File: src/rtl/spi_pkg.sv
// Shared types and constants for the SPI slave front-end.
package spi_pkg;

    typedef enum logic [2:0] {
        IDLE,
        CHK_CMD,
        WRITE,
        READ_ADD,
        READ_DATA
    } state_t;

    // Command field in rx_data[9:8]; the RAM decodes it.
    localparam logic [1:0] CMD_WR_ADDR = 2'b00;
    localparam logic [1:0] CMD_WR_DATA = 2'b01;
    localparam logic [1:0] CMD_RD_ADDR = 2'b10;
    localparam logic [1:0] CMD_RD_DATA = 2'b11;

    localparam int unsigned FRAME_BITS = 10;

endpackage

File: src/rtl/spi_slave_if_if.sv
// SPI pins plus the RAM-side rx/tx handshake of the SPI slave front-end.
interface spi_slave_if_if #(
    parameter int unsigned MEM_WIDTH = 8
);
    logic                 SS_n;
    logic                 MOSI;
    logic                 MISO;
    logic [MEM_WIDTH+1:0] rx_data;
    logic                 rx_valid;
    logic [MEM_WIDTH-1:0] tx_data;
    logic                 tx_valid;

    modport slave (
        input  SS_n, MOSI, tx_data, tx_valid,
        output MISO, rx_data, rx_valid
    );

    modport master (
        output SS_n, MOSI, tx_data, tx_valid,
        input  MISO, rx_data, rx_valid
    );
endinterface

File: src/rtl/spi_slave_if_tx_serializer.sv
// Loads one RAM read byte and shifts it out MSB first on MISO, then idles at 0.
module spi_tx_serializer #(
    parameter int unsigned WIDTH = 8
) (
    input  logic             i_clk,
    input  logic             i_rst_n,
    input  logic             i_clear,
    input  logic             i_load,
    input  logic [WIDTH-1:0] i_data,
    output logic             o_miso,
    output logic             o_busy,
    output logic             o_done
);
    localparam int unsigned CNT_W = $clog2(WIDTH);

    logic [WIDTH-2:0] r_shift;
    logic [CNT_W-1:0] r_cnt;
    logic             r_miso;
    logic             r_busy;
    logic             r_done;

    // MSB goes straight to MISO on load; r_shift holds the remaining bits.
    always_ff @(posedge i_clk or negedge i_rst_n) begin
        if (!i_rst_n) begin
            r_shift <= '0;
            r_cnt   <= '0;
            r_miso  <= 1'b0;
            r_busy  <= 1'b0;
            r_done  <= 1'b0;
        end else if (i_clear) begin
            r_shift <= '0;
            r_cnt   <= '0;
            r_miso  <= 1'b0;
            r_busy  <= 1'b0;
            r_done  <= 1'b0;
        end else if (i_load) begin
            r_miso  <= i_data[WIDTH-1];
            r_shift <= i_data[WIDTH-2:0];
            r_cnt   <= CNT_W'(WIDTH - 1);
            r_busy  <= 1'b1;
        end else if (r_busy) begin
            if (r_cnt == '0) begin
                r_miso <= 1'b0;
                r_busy <= 1'b0;
                r_done <= 1'b1;
            end else begin
                r_miso  <= r_shift[WIDTH-2];
                r_shift <= {r_shift[WIDTH-3:0], 1'b0};
                r_cnt   <= r_cnt - 1'b1;
            end
        end
    end

    assign o_miso = r_miso;
    assign o_busy = r_busy;
    assign o_done = r_done;

endmodule

File: src/rtl/spi_slave_if.sv
// SPI mode-0 slave front-end: deserialises 11-bit frames into RAM command
// words and serialises the RAM read byte back on MISO.
module spi_slave_if
    import spi_pkg::*;
#(
    parameter int unsigned MEM_WIDTH = 8
) (
    input  logic           clk,
    input  logic           rst_n,
    spi_slave_if_if.slave  bus
);
    localparam int unsigned WORD_W = MEM_WIDTH + 2;
    localparam int unsigned CNT_W  = $clog2(FRAME_BITS);

    state_t              r_state;
    state_t              w_next_state;
    logic [CNT_W-1:0]    r_bit_cnt;
    logic [WORD_W-2:0]   r_shift;
    logic [WORD_W-1:0]   r_rx_data;
    logic                r_rx_valid;
    logic                r_word_done;
    logic                r_rd_addr_seen;

    logic                w_shifting;
    logic                w_last_bit;
    logic                w_tx_load;
    logic                w_tx_clear;
    logic                w_tx_busy;
    logic                w_tx_done;
    logic                w_miso;

    always_ff @(posedge clk or negedge rst_n) begin
        if (!rst_n) begin
            r_state <= IDLE;
        end else begin
            r_state <= w_next_state;
        end
    end

    always_comb begin
        w_next_state = r_state;
        w_shifting   = 1'b0;
        w_last_bit   = 1'b0;
        w_tx_load    = 1'b0;
        w_tx_clear   = bus.SS_n || (r_state == IDLE);

        case (r_state)
            IDLE: begin
                if (!bus.SS_n) begin
                    w_next_state = CHK_CMD;
                end
            end
            CHK_CMD: begin
                if (bus.SS_n) begin
                    w_next_state = IDLE;
                end else if (!bus.MOSI) begin
                    w_next_state = WRITE;
                end else if (r_rd_addr_seen) begin
                    w_next_state = READ_DATA;
                end else begin
                    w_next_state = READ_ADD;
                end
            end
            WRITE, READ_ADD, READ_DATA: begin
                if (bus.SS_n) begin
                    w_next_state = IDLE;
                end else begin
                    w_shifting = !r_word_done;
                    w_last_bit = !r_word_done && (r_bit_cnt == CNT_W'(FRAME_BITS - 1));
                    // Only the first tx_valid after the word is accepted per frame.
                    w_tx_load  = (r_state == READ_DATA) && r_word_done && bus.tx_valid
                                 && !w_tx_busy && !w_tx_done;
                end
            end
            default: begin
                w_next_state = IDLE;
            end
        endcase
    end

    // Word bits collect in r_shift so an aborted frame leaves rx_data untouched.
    always_ff @(posedge clk or negedge rst_n) begin
        if (!rst_n) begin
            r_bit_cnt      <= '0;
            r_shift        <= '0;
            r_rx_data      <= '0;
            r_rx_valid     <= 1'b0;
            r_word_done    <= 1'b0;
            r_rd_addr_seen <= 1'b0;
        end else begin
            r_rx_valid <= 1'b0;
            if (bus.SS_n || (r_state == IDLE)) begin
                r_bit_cnt   <= '0;
                r_word_done <= 1'b0;
            end else if (w_shifting) begin
                r_shift <= {r_shift[WORD_W-3:0], bus.MOSI};
                if (w_last_bit) begin
                    r_rx_data   <= {r_shift, bus.MOSI};
                    r_rx_valid  <= 1'b1;
                    r_word_done <= 1'b1;
                    r_bit_cnt   <= '0;
                    if (r_state == READ_ADD) begin
                        r_rd_addr_seen <= 1'b1;
                    end else if (r_state == READ_DATA) begin
                        r_rd_addr_seen <= 1'b0;
                    end
                end else begin
                    r_bit_cnt <= r_bit_cnt + 1'b1;
                end
            end
        end
    end

    spi_tx_serializer #(
        .WIDTH (MEM_WIDTH)
    ) u_tx_serializer (
        .i_clk   (clk),
        .i_rst_n (rst_n),
        .i_clear (w_tx_clear),
        .i_load  (w_tx_load),
        .i_data  (bus.tx_data),
        .o_miso  (w_miso),
        .o_busy  (w_tx_busy),
        .o_done  (w_tx_done)
    );

    assign bus.MISO     = w_miso;
    assign bus.rx_data  = r_rx_data;
    assign bus.rx_valid = r_rx_valid;

endmodule

File: src/flat_wrapper.sv
// flat-port wrapper written by rule: the top's interface ports become plain ports
module spi_slave_if_flat import spi_pkg::*;
#(
    parameter int unsigned MEM_WIDTH = 8
)
  (clk, rst_n, bus_SS_n, bus_MOSI, bus_tx_data, bus_tx_valid, bus_MISO, bus_rx_data, bus_rx_valid);
  spi_slave_if_if #(.MEM_WIDTH(MEM_WIDTH)) bus_i ();
  input  logic clk;
  input  logic rst_n;
  input wire logic [$bits(bus_i.SS_n)-1:0] bus_SS_n;
  input wire logic [$bits(bus_i.MOSI)-1:0] bus_MOSI;
  input wire logic [$bits(bus_i.tx_data)-1:0] bus_tx_data;
  input wire logic [$bits(bus_i.tx_valid)-1:0] bus_tx_valid;
  output wire logic [$bits(bus_i.MISO)-1:0] bus_MISO;
  output wire logic [$bits(bus_i.rx_data)-1:0] bus_rx_data;
  output wire logic [$bits(bus_i.rx_valid)-1:0] bus_rx_valid;
  assign bus_i.SS_n = bus_SS_n;
  assign bus_i.MOSI = bus_MOSI;
  assign bus_i.tx_data = bus_tx_data;
  assign bus_i.tx_valid = bus_tx_valid;
  assign bus_MISO = bus_i.MISO;
  assign bus_rx_data = bus_i.rx_data;
  assign bus_rx_valid = bus_i.rx_valid;
  spi_slave_if #(.MEM_WIDTH(MEM_WIDTH)) u_core (.clk(clk), .rst_n(rst_n), .bus(bus_i));
endmodule
File: config.mk
export PLATFORM = sky130hd
export DESIGN_NAME = spi_slave_if_flat
export DESIGN_NICKNAME = d
export VERILOG_FILES = /design/src/rtl/spi_pkg.sv /design/src/rtl/spi_slave_if_if.sv /design/src/rtl/spi_slave_if_tx_serializer.sv /design/src/rtl/spi_slave_if.sv /design/src/flat_wrapper.sv
export SDC_FILE = /design/constraint.sdc
export NUM_CORES = 1
export LEC_CHECK = 0
export BUFFER_PORTS_ARGS = -buffer_cell sky130_fd_sc_hd__buf_2
export CAP_MARGIN = 20
export CORE_MARGIN = 5
export CORE_UTILIZATION = 55
export CTS_CLUSTER_DIAMETER = 120
export DETAILED_ROUTE_END_ITERATION = 10
export PLACE_DENSITY = 0.74
export SLEW_MARGIN = 20
export SYNTH_ARGS = -nofsm -noshare
export SYNTH_HDL_FRONTEND = slang
export SYNTH_SLANG_ARGS = --single-unit
File: constraint.sdc
create_clock -name clk -period 2.2 [get_ports clk]
set_input_delay 0.22 -clock clk [delete_from_list [all_inputs] [get_ports clk]]
set_output_delay 0.22 -clock clk [all_outputs]
set_load 0.01 [all_outputs]
==> qor.csv <==
metric,value,unit
arrival,2.16,ns
critical_path_required,2.47,ns
tightest_slew,0.8951,ns
synth_simple_gate_area_share,12.19,%
place_congestion,0.8334,
nets,207,
viasPerCell,5.329,
initialDrtViolationCount,94,
start_kind,flop,
drive_gt1_share,27.75,%
critPathMaxFanout,14,
status,finished clean,
layout_min_cycle_time,1.893,ns
ys.warnings.count,0,
synthMuxAreaShare,15.92,%
cap_viol_max_count,0,
n_antenna_cell,0,
root_buffer,clkbuf_4,
area_delta_synth_final,11.40,%
synth_fp_nets,182,
synth_top_family_by_area,multiplexers,
grt_pass1_vias,1344,
syn_avg_cell_area,11.57,um2
nFillCells,286,
min_path_type,input port to flop,
synth_cells,165,
dp_hpwl,2.406,mm
max_freq,0.5283,GHz
worst_slew_margin_rel,40.33,%
dieArea,0.004750,mm2
hold_viol,0,
syn_area,0.001909,mm2
synth-compound-area-share,9.436,%
num_vias,1263,
end_kind,flop,
final_antenna_net_count,0,
ff_latch_area,0.001051,mm2
hold_ws,0.05371,ns
synth_cell_types,32,
seq_area_frac_synth,55.05,%
grt_first_pass_wirelength,5.720,mm
power_frac_comb,10.7,%
p_seq_share,58.2,%
die_h,68.92,um
cts.sinks,42,
p_int,1.164,mW
grtUsageTotal,16.65,%
p_clk_share,31.1,%
p_per_area,733.2,mW/mm2
synth-seq-cells,42,
synth_xor_area_share,0.9174,%
multiInputGateArea,784.5,um2
synth_adder_area_share,2.621,%
clock_tree.buffer_depth,2,
switching_share,25.36,%
gr-total-overflow,0,
tns,0,ns
post-route-period-util,86.04,%
drc,0,
p_leak,1.104,nW
p_sw,0.3955,mW
htreeDepth,2,
initial_core_util,57.22,%
numCtsBuffers,5,
cts_hold_buffers,1,
fin_skew,0.007758,ns
slew_violations,0,
antenna_found_initial,0,
grt_max_degree,43,
io_pins,25,
clock_latency,0.36,ns
rsz0062_at_grt,no,
ir_drop,0.4540,mV
chipWidth,68.92,um
cts_setup_buffers,0,
cts_tree,built,
dr.pass1.iters,4,
post_cts_resized,0,
routed_wl,3.364,mm
routedWlPerCell,14.19,um
core_area,0.003337,mm2
path_clk_slew,0.12,ns
crit_type,flop to flop,
core.rowCount,21,
numPortBuffers,24,
setup_viol,0,
## state kept, by name, indices dropped and copies added, names as in the netlist
| name | cells |
|---|---|
| u_core.r_word_done | 1 |
| u_core.bus.rx_valid | 1 |
| u_core.r_state | 3 |
| u_core.u_tx_serializer.r_cnt | 3 |
| u_core.r_rd_addr_seen | 1 |
| u_core.u_tx_serializer.o_done | 1 |
| u_core.u_tx_serializer.r_shift | 7 |
| u_core.u_tx_serializer.o_busy | 1 |
| u_core.bus.rx_data | 10 |
| u_core.u_tx_serializer.o_miso | 1 |
| u_core.r_shift | 9 |
| u_core.r_bit_cnt | 4 |
## worst max-delay path, stage by stage (launching register included)
cell	delay [ns]
dfrtp_1	0.51
or3b_4	0.46
a211o_4	0.44
nand2b_1	0.17
a221oi_1	0.23
## per-layer routing
metal,GRT usage [%],vias to the layer above,wire [um]
met5,0,-,0
met4,8.759,0,68
met3,6.159,9,149
met2,27.86,27,1664
met1,18.35,610,1481
li1,-,617,-
## power groups by stage
| stage | clock network (mW) | registers (mW) | logic (mW) |
|---|---|---|---|
| 6_report | 0.484 | 0.908 | 0.167 |
| 5_1_grt | 0.542 | 0.922 | 0.190 |
| 4_1_cts | 0.503 | 0.908 | 0.171 |
| 3_5_place_dp | 0 | 0.925 | 0.168 |
| 3_3_place_gp | 0 | 0.913 | 0.156 |
| 2_1_floorplan | 0 | 0.894 | 0.136 |
## layout by cell type (no fill, tap or decap), types with 3 or more instances in the layout
master and n:
a21oi_1 4, a31oi_1 3, buf_2 24, clkbuf_4 5
dfrtp_1 42, ha_1 4, inv_1 7, mux2_2 11
mux2_4 6, mux2i_1 9, nand2_1 20, nand2b_1 5
nor2_1 6, nor2b_1 3, nor3_1 5, o21ai_0 17
## per-stage QoR
| step | utilization, % | total power, mW | worst slack [ns] | cell area (um2) | instances |
|---|---|---|---|---|---|
| 3_3_place_gp | 61.12 | 1.069 | 0.3778 | 2039 | 228 |
| 4_1_cts | 63.74 | 1.582 | 0.3074 | 2127 | 237 |
| 2_1_floorplan | - | 1.029 | 0.3983 | 1909 | 165 |
| 5_1_grt | 63.74 | 1.654 | 0.1934 | 2127 | 237 |
| 6_report | 63.74 | 1.560 | 0.3070 | 2127 | 237 |
| 3_5_place_dp | 61.12 | 1.093 | 0.3135 | 2039 | 228 |
## cell families after synthesis
group	after synthesis
mux	26
flops	42
simple gates	47
buf+inv	14
xor+xnor	2
compound gates	30
fa+ha+maj	4
## area by class of cell
cell class                      instances  area share [%]
Multi-Input combinational cell        109           36.88
Clock buffer                            5           1.765
Inverter                                7           1.235
Sequential cell                        42           49.41
Clock inverter                          3           1.882
Timing Repair Buffer                   25           6.118
Tap cell                               46           2.706
## Yosys cell counts
cell type	count	share of area [%]
nand2b_1	5	1.6
a211o_4	1	0.92
mux2i_1	9	4.7
or3b_4	1	0.59
a31oi_1	3	0.98
nor4b_1	1	0.46
mux2_2	11	6.5
a221oi_1	1	0.46
a211oi_1	2	0.79
xnor2_1	1	0.46
nand2_1	20	3.9
xor2_1	1	0.46
inv_1	7	1.4
a21oi_1	4	1.0
mux2_4	6	4.7
nor3_1	5	1.3
clkbuf_1	2	0.39
nand3_1	1	0.26
o21a_1	1	0.39
buf_6	2	1.2
nand4_1	1	0.33
o21ai_0	17	4.5
nand3b_1	1	0.39
nor2b_1	3	0.98
a21o_1	1	0.39
ha_1	4	2.6
and4_1	1	0.46
buf_4	1	0.39
nor2_1	6	1.2
dfrtp_1	42	55
or2_2	2	0.66
buf_2	2	0.52
## final timing paths
path                                                     endpoint  cells past startpoint  slack, ns                  start
worst max-delay path                        u_core.r_rd_addr_seen                      4       0.31      u_core.r_state[1]
worst min-delay path            u_core.u_tx_serializer.r_shift[3]                      3       0.05         bus_tx_data[3]
worst max register to register              u_core.r_rd_addr_seen                      4       0.31      u_core.r_state[1]
worst min register to register              u_core.bus.rx_data[0]                      2       0.51  u_core.bus.rx_data[0]
max in group asynchronous       u_core.u_tx_serializer.r_shift[1]                      2       1.13                  rst_n
min in group asynchronous                   u_core.bus.rx_data[6]                      2       0.52                  rst_n
No activity file was read; power rests on OpenSTA's default activity.
